## src/rtl/addr_ctrl_pkg.sv

```systemverilog
// Shared definitions for the address-unit issue controller.
//   - opcode constants for the address sum/diff functional unit
//   - A-register count / index width and the default unit latency
//   - tracker entry type used by the writeback shift line
package addr_ctrl_pkg;

    localparam int OPC_W       = 7;
    localparam int AREG_W      = 3;
    localparam int NREG_DEF    = 8;
    localparam int LATENCY_DEF = 6;

    localparam logic [OPC_W-1:0] OP_NOP   = 7'o000;
    localparam logic [OPC_W-1:0] OP_ASUM  = 7'o020;
    localparam logic [OPC_W-1:0] OP_ADIFF = 7'o021;

    typedef struct packed {
        logic              valid;
        logic [AREG_W-1:0] dest;
    } trk_entry_t;

    function automatic logic is_addr_op(input logic [OPC_W-1:0] op);
        return (op == OP_ASUM) || (op == OP_ADIFF);
    endfunction

endpackage

```

## src/rtl/address_wb_tracker.sv

```systemverilog
// Writeback tracker: a LATENCY-deep shift line of {valid, dest} entries.
// An entry is loaded on the edge that ends the unit's o_Instr cycle, so the
// last stage lines up with the unit's result on o_Ai.
// Ports:
//   clk, rst_n          clock, async active-low reset
//   i_flush             clear every stage (input entry is dropped too)
//   i_valid, i_dest     entry entering the line (unit opcode cycle)
//   o_wb_valid/o_wb_addr last stage: write result to A[o_wb_addr] this cycle
//   o_wb_next           an entry will reach the last stage on the next edge
module address_wb_tracker
    import addr_ctrl_pkg::*;
#(
    parameter int LATENCY = LATENCY_DEF
) (
    input  logic              clk,
    input  logic              rst_n,
    input  logic              i_flush,
    input  logic              i_valid,
    input  logic [AREG_W-1:0] i_dest,
    output logic              o_wb_valid,
    output logic [AREG_W-1:0] o_wb_addr,
    output logic              o_wb_next
);

    trk_entry_t line_q [LATENCY];

    always_ff @(posedge clk or negedge rst_n) begin
        if (!rst_n) begin
            for (int i = 0; i < LATENCY; i++) line_q[i] <= '0;
        end else if (i_flush) begin
            for (int i = 0; i < LATENCY; i++) line_q[i] <= '0;
        end else begin
            line_q[0].valid <= i_valid;
            line_q[0].dest  <= i_dest;
            for (int i = 1; i < LATENCY; i++) line_q[i] <= line_q[i-1];
        end
    end

    assign o_wb_valid = line_q[LATENCY-1].valid;
    assign o_wb_addr  = line_q[LATENCY-1].dest;

    generate
        if (LATENCY > 1) begin : g_next_stage
            assign o_wb_next = line_q[LATENCY-2].valid;
        end else begin : g_next_input
            assign o_wb_next = i_valid;
        end
    endgenerate

endmodule

```

## src/rtl/address_issue_ctrl.sv

```systemverilog
// Issue controller for the address sum/diff unit (A registers).
// Accepts one decoded add/subtract per clock, stalls on RAW/WAW hazards
// against a per-register reservation bitmap, and schedules the writeback
// LATENCY cycles after the unit's opcode cycle.
// Ports:
//   clk, rst_n                 clock, async active-low reset
//   i_valid, i_Instr           decoded instruction and opcode (020 add, 021 sub)
//   i_i, i_j, i_k              destination / source A-register indices
//   i_flush                    discard all in-flight tracking
//   o_ready                    combinational accept for the presented instruction
//   o_Instr, o_Aj_sel, o_Ak_sel unit opcode (000 when idle) and read selects
//   o_wb_valid, o_wb_addr      write unit result into A[o_wb_addr]
//   o_illegal                  pulse: presented opcode dropped
//   o_resv                     reservation bitmap, bit n = An pending
//   o_inflight                 issued instructions whose writeback is not yet due
module address_issue_ctrl
    import addr_ctrl_pkg::*;
#(
    parameter int LATENCY = LATENCY_DEF,
    parameter int NREG    = NREG_DEF
) (
    input  logic              clk,
    input  logic              rst_n,
    input  logic              i_valid,
    input  logic [6:0]        i_Instr,
    input  logic [2:0]        i_i,
    input  logic [2:0]        i_j,
    input  logic [2:0]        i_k,
    input  logic              i_flush,
    output logic              o_ready,
    output logic [6:0]        o_Instr,
    output logic [2:0]        o_Aj_sel,
    output logic [2:0]        o_Ak_sel,
    output logic              o_wb_valid,
    output logic [2:0]        o_wb_addr,
    output logic              o_illegal,
    output logic [NREG-1:0]   o_resv,
    output logic [2:0]        o_inflight
);

    logic              legal;
    logic              hazard;
    logic              accept;
    logic              issue;
    logic              wb_next;
    logic [NREG-1:0]   resv_q;
    logic [NREG-1:0]   resv_d;
    logic [AREG_W-1:0] dest_q;

    assign legal   = is_addr_op(i_Instr);
    assign hazard  = resv_q[i_i] | resv_q[i_j] | resv_q[i_k];
    assign o_ready = !i_flush && !hazard;
    assign accept  = i_valid && o_ready;
    assign issue   = accept && legal;
    assign o_resv  = resv_q;

    // The destination of an issuing instruction is stalled while reserved, so
    // a writeback clear and a new set never target the same bit in practice;
    // the set is applied last so it would win anyway.
    always_comb begin
        resv_d = resv_q;
        if (o_wb_valid) resv_d[o_wb_addr] = 1'b0;
        if (issue)      resv_d[i_i]       = 1'b1;
        if (i_flush)    resv_d            = '0;
    end

    always_ff @(posedge clk or negedge rst_n) begin
        if (!rst_n) begin
            o_Instr    <= OP_NOP;
            o_Aj_sel   <= '0;
            o_Ak_sel   <= '0;
            dest_q     <= '0;
            o_illegal  <= 1'b0;
            resv_q     <= '0;
            o_inflight <= '0;
        end else begin
            o_Instr   <= issue ? i_Instr : OP_NOP;
            o_illegal <= accept && !legal;
            resv_q    <= resv_d;
            if (issue) begin
                o_Aj_sel <= i_j;
                o_Ak_sel <= i_k;
                dest_q   <= i_i;
            end
            // Count drops on the edge that raises o_wb_valid, which keeps the
            // count within LATENCY under continuous one-per-clock issue.
            if (i_flush) begin
                o_inflight <= '0;
            end else if (issue && !wb_next) begin
                o_inflight <= o_inflight + 3'd1;
            end else if (!issue && wb_next) begin
                o_inflight <= o_inflight - 3'd1;
            end
        end
    end

    address_wb_tracker #(
        .LATENCY (LATENCY)
    ) u_wb_tracker (
        .clk        (clk),
        .rst_n      (rst_n),
        .i_flush    (i_flush),
        .i_valid    (o_Instr != OP_NOP),
        .i_dest     (dest_q),
        .o_wb_valid (o_wb_valid),
        .o_wb_addr  (o_wb_addr),
        .o_wb_next  (wb_next)
    );

endmodule

```

## config.mk

```make
export PLATFORM = sky130hd
export DESIGN_NAME = address_issue_ctrl
export DESIGN_NICKNAME = d
export VERILOG_FILES = /design/src/rtl/addr_ctrl_pkg.sv /design/src/rtl/address_wb_tracker.sv /design/src/rtl/address_issue_ctrl.sv
export SDC_FILE = /design/constraint.sdc
export NUM_CORES = 1
export LEC_CHECK = 0
export ABC_AREA = 1
export CAP_MARGIN = 0
export CORE_ASPECT_RATIO = 1.25
export CORE_MARGIN = 2
export CORE_UTILIZATION = 50
export CTS_CLUSTER_DIAMETER = 40
export CTS_CLUSTER_SIZE = 25
export DETAILED_ROUTE_END_ITERATION = 6
export GPL_TIMING_DRIVEN = 0
export PLACE_DENSITY = 0.79
export SETUP_SLACK_MARGIN = 0.05
export SLEW_MARGIN = 20
export SYNTH_ARGS = -nofsm -noshare
export SYNTH_HDL_FRONTEND = slang
export SYNTH_SLANG_ARGS = --single-unit
```

## constraint.sdc

```tcl
create_clock -name clk -period 2.6 [get_ports clk]
set_clock_uncertainty 0.05 [all_clocks]
set_input_delay 0.52 -clock clk [delete_from_list [all_inputs] [get_ports clk]]
set_output_delay 0.52 -clock clk [all_outputs]
set_load 0.03 [all_outputs]
```

==> results of run 1 <==
final cells by class:
class / instances / area (µm²)
sequential: 52 / 1301
inverter: 53 / 203.9
fill: 377 / 1439
timing repair buffer: 50 / 493.0
clock buffer: 6 / 82.58
multi-input combinational: 157 / 754.5
tap: 58 / 72.57
clock inverter: 2 / 13.76
buffer: 10 / 65.06
worst max-delay path by stage:
stage / end
global route: o_inflight[2]
detailed placement: o_ready
global placement: o_inflight[2]
CTS: o_inflight[1]
finish: o_inflight[2]
floorplan: o_inflight[1]
state kept, by name, summed over array words and instances, names as in the netlist:
register / count
u_wb_tracker.line_q: 19
o_Ak_sel: 3
o_Aj_sel: 3
o_Instr: 7
dest_q: 3
o_illegal: 1
o_inflight: 3
u_wb_tracker.o_wb_next: 1
o_resv: 8
u_wb_tracker.o_wb_addr: 3
u_wb_tracker.o_wb_valid: 1
stage by stage:
step	TNS (ps)	total power, µW	setup slack, ps	util, %
after global placement	-28250	1116	-529.1	64.91
after floorplan	0	1008	389.8	-
final	0	1588	231.0	67.49
after detailed placement	-930.5	1121	-389.2	64.86
after CTS	0	1603	55.04	66.86
after global routing	0	1658	100.8	67.49
power by group through the flow:
stage	logic (µW)	registers, µW	clock network, µW
finish	250	852	485
CTS	251	853	499
global placement	248	868	0
detailed placement	253	869	0
floorplan	100	908	0
global route	276	856	526
synthesized netlist by cell type (all sizes together):
cell type,number
nand2,53
dfrtp,52
inv,52
nor2,38
nand3,18
a21oi,10
o21ai,9
nand4,6
nor3,6
buf,5
clkbuf,5
a31oi,4
o31ai,4
clkinv,1
conb,1
fa,1
nand3b,1
nor4,1
xnor2,1
routing by layer:
metal  up-vias  track usage (%)  part of all wire (%)
li1        937                -                     -
met1       898            25.57                    41
met2        56            36.49                    52
met3         6            4.231                   5.5
met4         0            7.021                   1.2
met5         -                0                     0
kinds of logic (layout without fill, tap and decap cells):
group,count (synthesis),after routing,share of synthesized area (%)
AND/OR/NAND/NOR,123,123,23.78
buffers and inverters,63,121,11.67
flip-flops,52,52,56.46
AO/OA/AOI/OAI,27,27,6.677
adder cells (fa/ha/maj),1,1,0.8687
other,1,5,0.1627
XOR/XNOR,1,1,0.3801
timing repair:
item,in CTS,in global routing
gates cloned,0,0
endpoints found under the setup margin,2,3
pin swaps,0,2
resized for setup,7,4
setup buffers,0,2
critical path, cell delays in order:
cell             delay, ps
clkdlybuf4s50_1        510
inv_1                   90
nand3_1                 80
nand2_1                 70
nand2_1                 60
nand2_1                 70
nand3_2                110
nor2_4                  60
nand3_2                100
inv_1                   70
fa_1                   380
xnor2_1                200
nand2_1                 70
nand3_1                 70
nand2_1                 50
==> run summary, run 1 <==
Final setup viols -> 0
Fmax -> 422.1 MHz
Setup Crit Path Kind -> in2reg
Max_cap viols -> 0
# diodes -> 0
Drt wl/cell -> 12.80 µm
Mapped Area -> 0.002305 mm²
Fin. max-slew vios -> 0
Core footprint -> 0.004425 mm²
Sink Count -> 52
Min-Delay Path Class -> in2async
Minimum hold slack -> 183.1 ps
Area Overhead vs Synth -> 29.59%
R2r setup slk -> 510 ps
Top Ports -> 50
Flop and latch count out of synthesis -> 52
CP endpoint kind -> flip-flop
CP startpoint -> i_j[1]
Die Ht -> 79.91 µm
Clock Power Share -> 30.5%
Post-DP HPWL -> 3580 µm
Worst-path fanout max -> 6
Status -> complete, no violations
Final non-filler cell total -> 388
Largest net degree at the start of global routing -> 53
R2R cell count -> 13
Synth warn -> 0
Slew headroom -> 57.82%
Switching Power -> 431.4 µW
Reg power frac -> 53.7%
Final GP Congestion -> 0.9212
IO Port Bufs -> 48
Synth top area share -> 56.46%
Netlist cell types -> 27
Critical R2R Launch -> o_resv[1]
CTS max path bufs -> 2
RSZ-0062 raised after global routing -> false
Hold buffers post-CTS -> 0
Most frequent cells in the layout -> dfrtp_1, inv_1, nand2_1, clkdlybuf4s50_1, nor2_1
DRC Markers -> 0
Total track usage -> 20.87%
CTS tree -> done
Startpoint types -> input port
Combinational power share -> 15.8%
Top cells by area, synth -> dfrtp_1, inv_1, nand2_1, nor2_1, nand3_1
Sw frac -> 27.17%
Clock transition at path regs -> 100 ps
Initial DRT Pass Iterations -> 4
Layout net count -> 350
GR Overflow Total -> 0
Minimum clock period -> 2369 ps
Vias -> 1897
Vias in the first global route -> 1829
Rows -> 27
Area leader, netlist -> dfrtp_1
Full die area -> 0.005172 mm²
Final Cell Area -> 0.002987 mm²
Gate Count Post-Synth -> 268
Initial Utilization -> 52.08%
Commonest non-fill, non-tap cell in the layout -> dfrtp_1
CTS Buf Count -> 5
H-tree lvl count -> 2
Share of layout cells above drive strength 1 -> 8.788%
Leak Pwr -> 0.001480 µW
Seq/Total Area, Yosys -> 56.46%
Period utilization -> 91.11%
Routed Antenna Nets -> 0
PD cells -> 531.6 mW/mm²
Maximum vdd drop -> 0.0003538 V
Int Pwr -> 1156 µW
Worst skew pair latency -> 310 ps
Critical Path RT -> 2760 ps
Chip width -> 64.73 µm
Worst-Margin Slew -> 632.7 ps
Post-Route WL -> 4968 µm
R2R Path End -> o_inflight[1]
Detailed Route Iter0 Violations -> 145
Post-Syn Area per Cell -> 8.600 µm²
Placed Instances -> 378
Global-route wire length before repair -> 8245 µm
Worst Path Arrival -> 2530 ps
Final hold vios -> 0
Placed Area -> 0.002870 mm²
Via density per instance -> 4.889
Initial antenna violation count -> 0
Clk root buf -> clkbuf_8
No activity file was read; power rests on OpenSTA's default activity.
==> inputs of run 2 (changes only) <==
--- a/config.mk
+++ b/config.mk
@@ -13,10 +13,11 @@
 export CTS_CLUSTER_DIAMETER = 40
 export CTS_CLUSTER_SIZE = 25
 export DETAILED_ROUTE_END_ITERATION = 6
-export GPL_TIMING_DRIVEN = 0
+export GPL_TIMING_DRIVEN = 1
 export PLACE_DENSITY = 0.79
 export SETUP_SLACK_MARGIN = 0.05
 export SLEW_MARGIN = 20
 export SYNTH_ARGS = -nofsm -noshare
 export SYNTH_HDL_FRONTEND = slang
 export SYNTH_SLANG_ARGS = --single-unit
+export TNS_END_PERCENT = 10
==> run 2 against run 1 <==
Effect of this change: non-clock buffer count increased by 4; global-route usage decreased by 0.26 points; design area increased by 2.3%; sequential cell count unchanged; core utilization increased by 1.5 points; largest cell class unchanged; via count increased by 2.3%; first-iteration DRC count decreased by 21%; register-to-register slack improved by 80 ps; critical path depth decreased by 5.
==> run summary, run 2 (synthesized netlist as in run 1, its figures left out) <==
Maximum vdd drop -> 0.0005103 V (was 0.0003538 V)
Commonest non-fill, non-tap cell in the layout -> dfrtp_1 (unchanged)
Post-Route WL -> 4775 µm (was 4968 µm)
Slew headroom -> 58.22% (was 57.82%)
Initial antenna violation count -> 0 (unchanged)
CP endpoint kind -> output port (was flip-flop)
Clk root buf -> clkbuf_8 (unchanged)
Clock transition at path regs -> 100 ps (about the same)
Slowest CP cell -> clkdlybuf4s50_1 (unchanged)
Share of layout cells above drive strength 1 -> 10.78% (was 8.788%)
Critical path's largest stage delay -> 480 ps (was 510 ps)
Via density per instance -> 4.949 (was 4.889)
Full die area -> 0.005172 mm² (unchanged)
CTS tree -> done (unchanged)
Total track usage -> 20.61% (was 20.87%)
Reg with most FFs -> u_wb_tracker.line_q (unchanged)
Final hold vios -> 0 (unchanged)
Initial DRT Pass Iterations -> 4 (unchanged)
Minimum clock period -> 2432 ps (was 2369 ps)
Detailed Route Iter0 Violations -> 114 (was 145)
Initial Utilization -> 52.08% (unchanged)
Layout net count -> 354 (was 350)
DRC Markers -> 0 (unchanged)
Buf/Inv on CP -> 5 (was 3)
Worst path cell trace -> clkdlybuf4s50_1 -> buf_4 -> nand2_1 -> nand3_1 -> nand3_1 -> nand2_1 -> nand3_2 -> buf_4 -> inv_1 -> buf_4 (was clkdlybuf4s50_1 -> inv_1 -> nand3_1 -> nand2_1 -> nand2_1 -> nand2_1 -> nand3_2 -> nor2_4 -> nand3_2 -> inv_1 -> fa_1 -> xnor2_1 -> nand2_1 -> nand3_1 -> nand2_1)
PD cells -> 556.0 mW/mm² (was 531.6 mW/mm²)
Worst skew pair latency -> 310 ps (about the same)
Sw frac -> 26.67% (was 27.17%)
CTS max path bufs -> 2 (unchanged)
Min-Delay Path Class -> in2async (unchanged)
Fmax -> 411.2 MHz (was 422.1 MHz)
Hold buffers post-CTS -> 0 (unchanged)
Fillcell total -> 373 (was 377)
Int Pwr -> 1245 µW (was 1156 µW)
Clock Power Share -> 34.3% (was 30.5%)
Worst Path Arrival -> 1860 ps (was 2530 ps)
Minimum hold slack -> 250.6 ps (was 183.1 ps)
GR Overflow Total -> 0 (unchanged)
Most frequent cells in the layout -> dfrtp_1, inv_1, nand2_1, clkdlybuf4s50_1, nor2_1 (unchanged)
Leak Pwr -> 0.001522 µW (was 0.001480 µW)
Startpoint types -> input port (unchanged)
Switching Power -> 452.9 µW (was 431.4 µW)
Critical path's most frequent cell -> buf_4 (was nand2_1)
Placed Instances -> 383 (was 378)
Rows -> 27 (unchanged)
Final non-filler cell total -> 392 (was 388)
Period utilization -> 93.54% (was 91.11%)
Worst-path fanout max -> 4 (was 6)
Max reg flops -> 19 (unchanged)
Critical R2R Launch -> o_resv[0] (was o_resv[1])
Top Ports -> 50 (unchanged)
R2R Path End -> o_inflight[2] (was o_inflight[1])
IO Port Bufs -> 49 (was 48)
Routed Antenna Nets -> 0 (unchanged)
Drt wl/cell -> 12.18 µm (was 12.80 µm)
Worst-Margin Slew -> 626.7 ps (was 632.7 ps)
Sink Count -> 52 (unchanged)
Final GP Congestion -> 0.9273 (was 0.9212)
Max_cap viols -> 0 (unchanged)
Vias in the first global route -> 1835 (was 1829)
CTS Buf Count -> 5 (unchanged)
Chip width -> 64.73 µm (unchanged)
R2r setup slk -> 590 ps (was 510 ps)
Reg power frac -> 50.3% (was 53.7%)
Critical Path RT -> 2030 ps (was 2760 ps)
Fin. max-slew vios -> 0 (unchanged)
Final setup viols -> 0 (unchanged)
Setup Crit Path Kind -> in2out (was in2reg)
Post-DP HPWL -> 3391 µm (was 3580 µm)
Die Ht -> 79.91 µm (unchanged)
Largest net degree at the start of global routing -> 53 (unchanged)
H-tree lvl count -> 2 (unchanged)
Combinational power share -> 15.5% (was 15.8%)
Vias -> 1940 (was 1897)
Utilization after layout -> 69.01% (was 67.49%)
Global-route wire length before repair -> 8155 µm (was 8245 µm)
Core footprint -> 0.004425 mm² (unchanged)
Status -> complete, no violations (unchanged)
R2R cell count -> 14 (was 13)
RSZ-0062 raised after global routing -> false (unchanged)
Area Overhead vs Synth -> 32.52% (was 29.59%)
Critical path's top delay family -> buffers and inverters (was simple AND/OR/NAND/NOR gates)
# diodes -> 0 (unchanged)
==> run 2: area by class of cell <==
class | instances | area (µm²) | share of cell area, %
Sequential cell | 52 | 1301 | 42.61
Multi-Input combinational cell | 157 | 752.0 | 24.62
Timing Repair Buffer | 64 | 605.6 | 19.83
Inverter | 53 | 203.9 | 6.678
Tap cell | 58 | 72.57 | 2.376
Clock buffer | 5 | 68.82 | 2.253
Clock inverter | 3 | 50.05 | 1.639
==> run 2: stage by stage <==
stage	instance area, µm²	setup WS [ps]	total power, µW	setup TNS (ps)
2_1_floorplan	2320	389.8	1008	0
3_3_place_gp	2915	-17.09	1123	-17.09
3_5_place_dp	2915	-102.4	1131	-128.4
4_1_cts	3042	62.33	1713	0
5_1_grt	3054	62.15	1778	0
6_report	3054	167.9	1698	0
==> run 2: power groups by stage <==
stage	sequential [µW]	combinational (µW)	clock, µW
5_1_grt	858	292	629
2_1_floorplan	908	100	0
4_1_cts	854	264	595
3_3_place_gp	869	254	0
6_report	854	262	582
3_5_place_dp	869	262	0
==> run 2: worst register-to-register path, stage by stage, from the launching register on <==
cell and delay (ps):
dfrtp_1 450, inv_1 110, nand2_1 70, nand3_1 60
nand3_1 80, nand2_1 60, nand3_2 100, nor2_4 40
nand3_2 60, inv_1 50, fa_1 380, xnor2_1 190
nand2_1 90, nand3_1 80, nand2_1 50
==> run 2: what timing repair did <==
action                     in CTS  in global routing
setup endpoints to repair       1                  2
buffers inserted                1                  0
resized for setup               0                  5
==> run 2: worst max path at each step <==
stage,from,to,slack [ps],cells after the start
after floorplan,i_Instr[3],o_inflight[1],390,9
after global placement,i_i[2],o_inflight[2],-20,15
after detailed placement,i_i[2],o_inflight[2],-100,15
after CTS,i_j[0],o_ready,60,11
after global routing,i_k[0],o_ready,60,10
final,i_k[0],o_ready,170,10
==> run 2: metal layers <==
layer	part of all wire [%]	wire, µm	vias up	GRT usage [%]
met5	0	0	-	0
met4	1.7	80	0	7.234
met3	5.9	284	10	4.654
met2	51	2415	73	34.23
met1	42	1994	911	26.43
li1	-	-	946	-
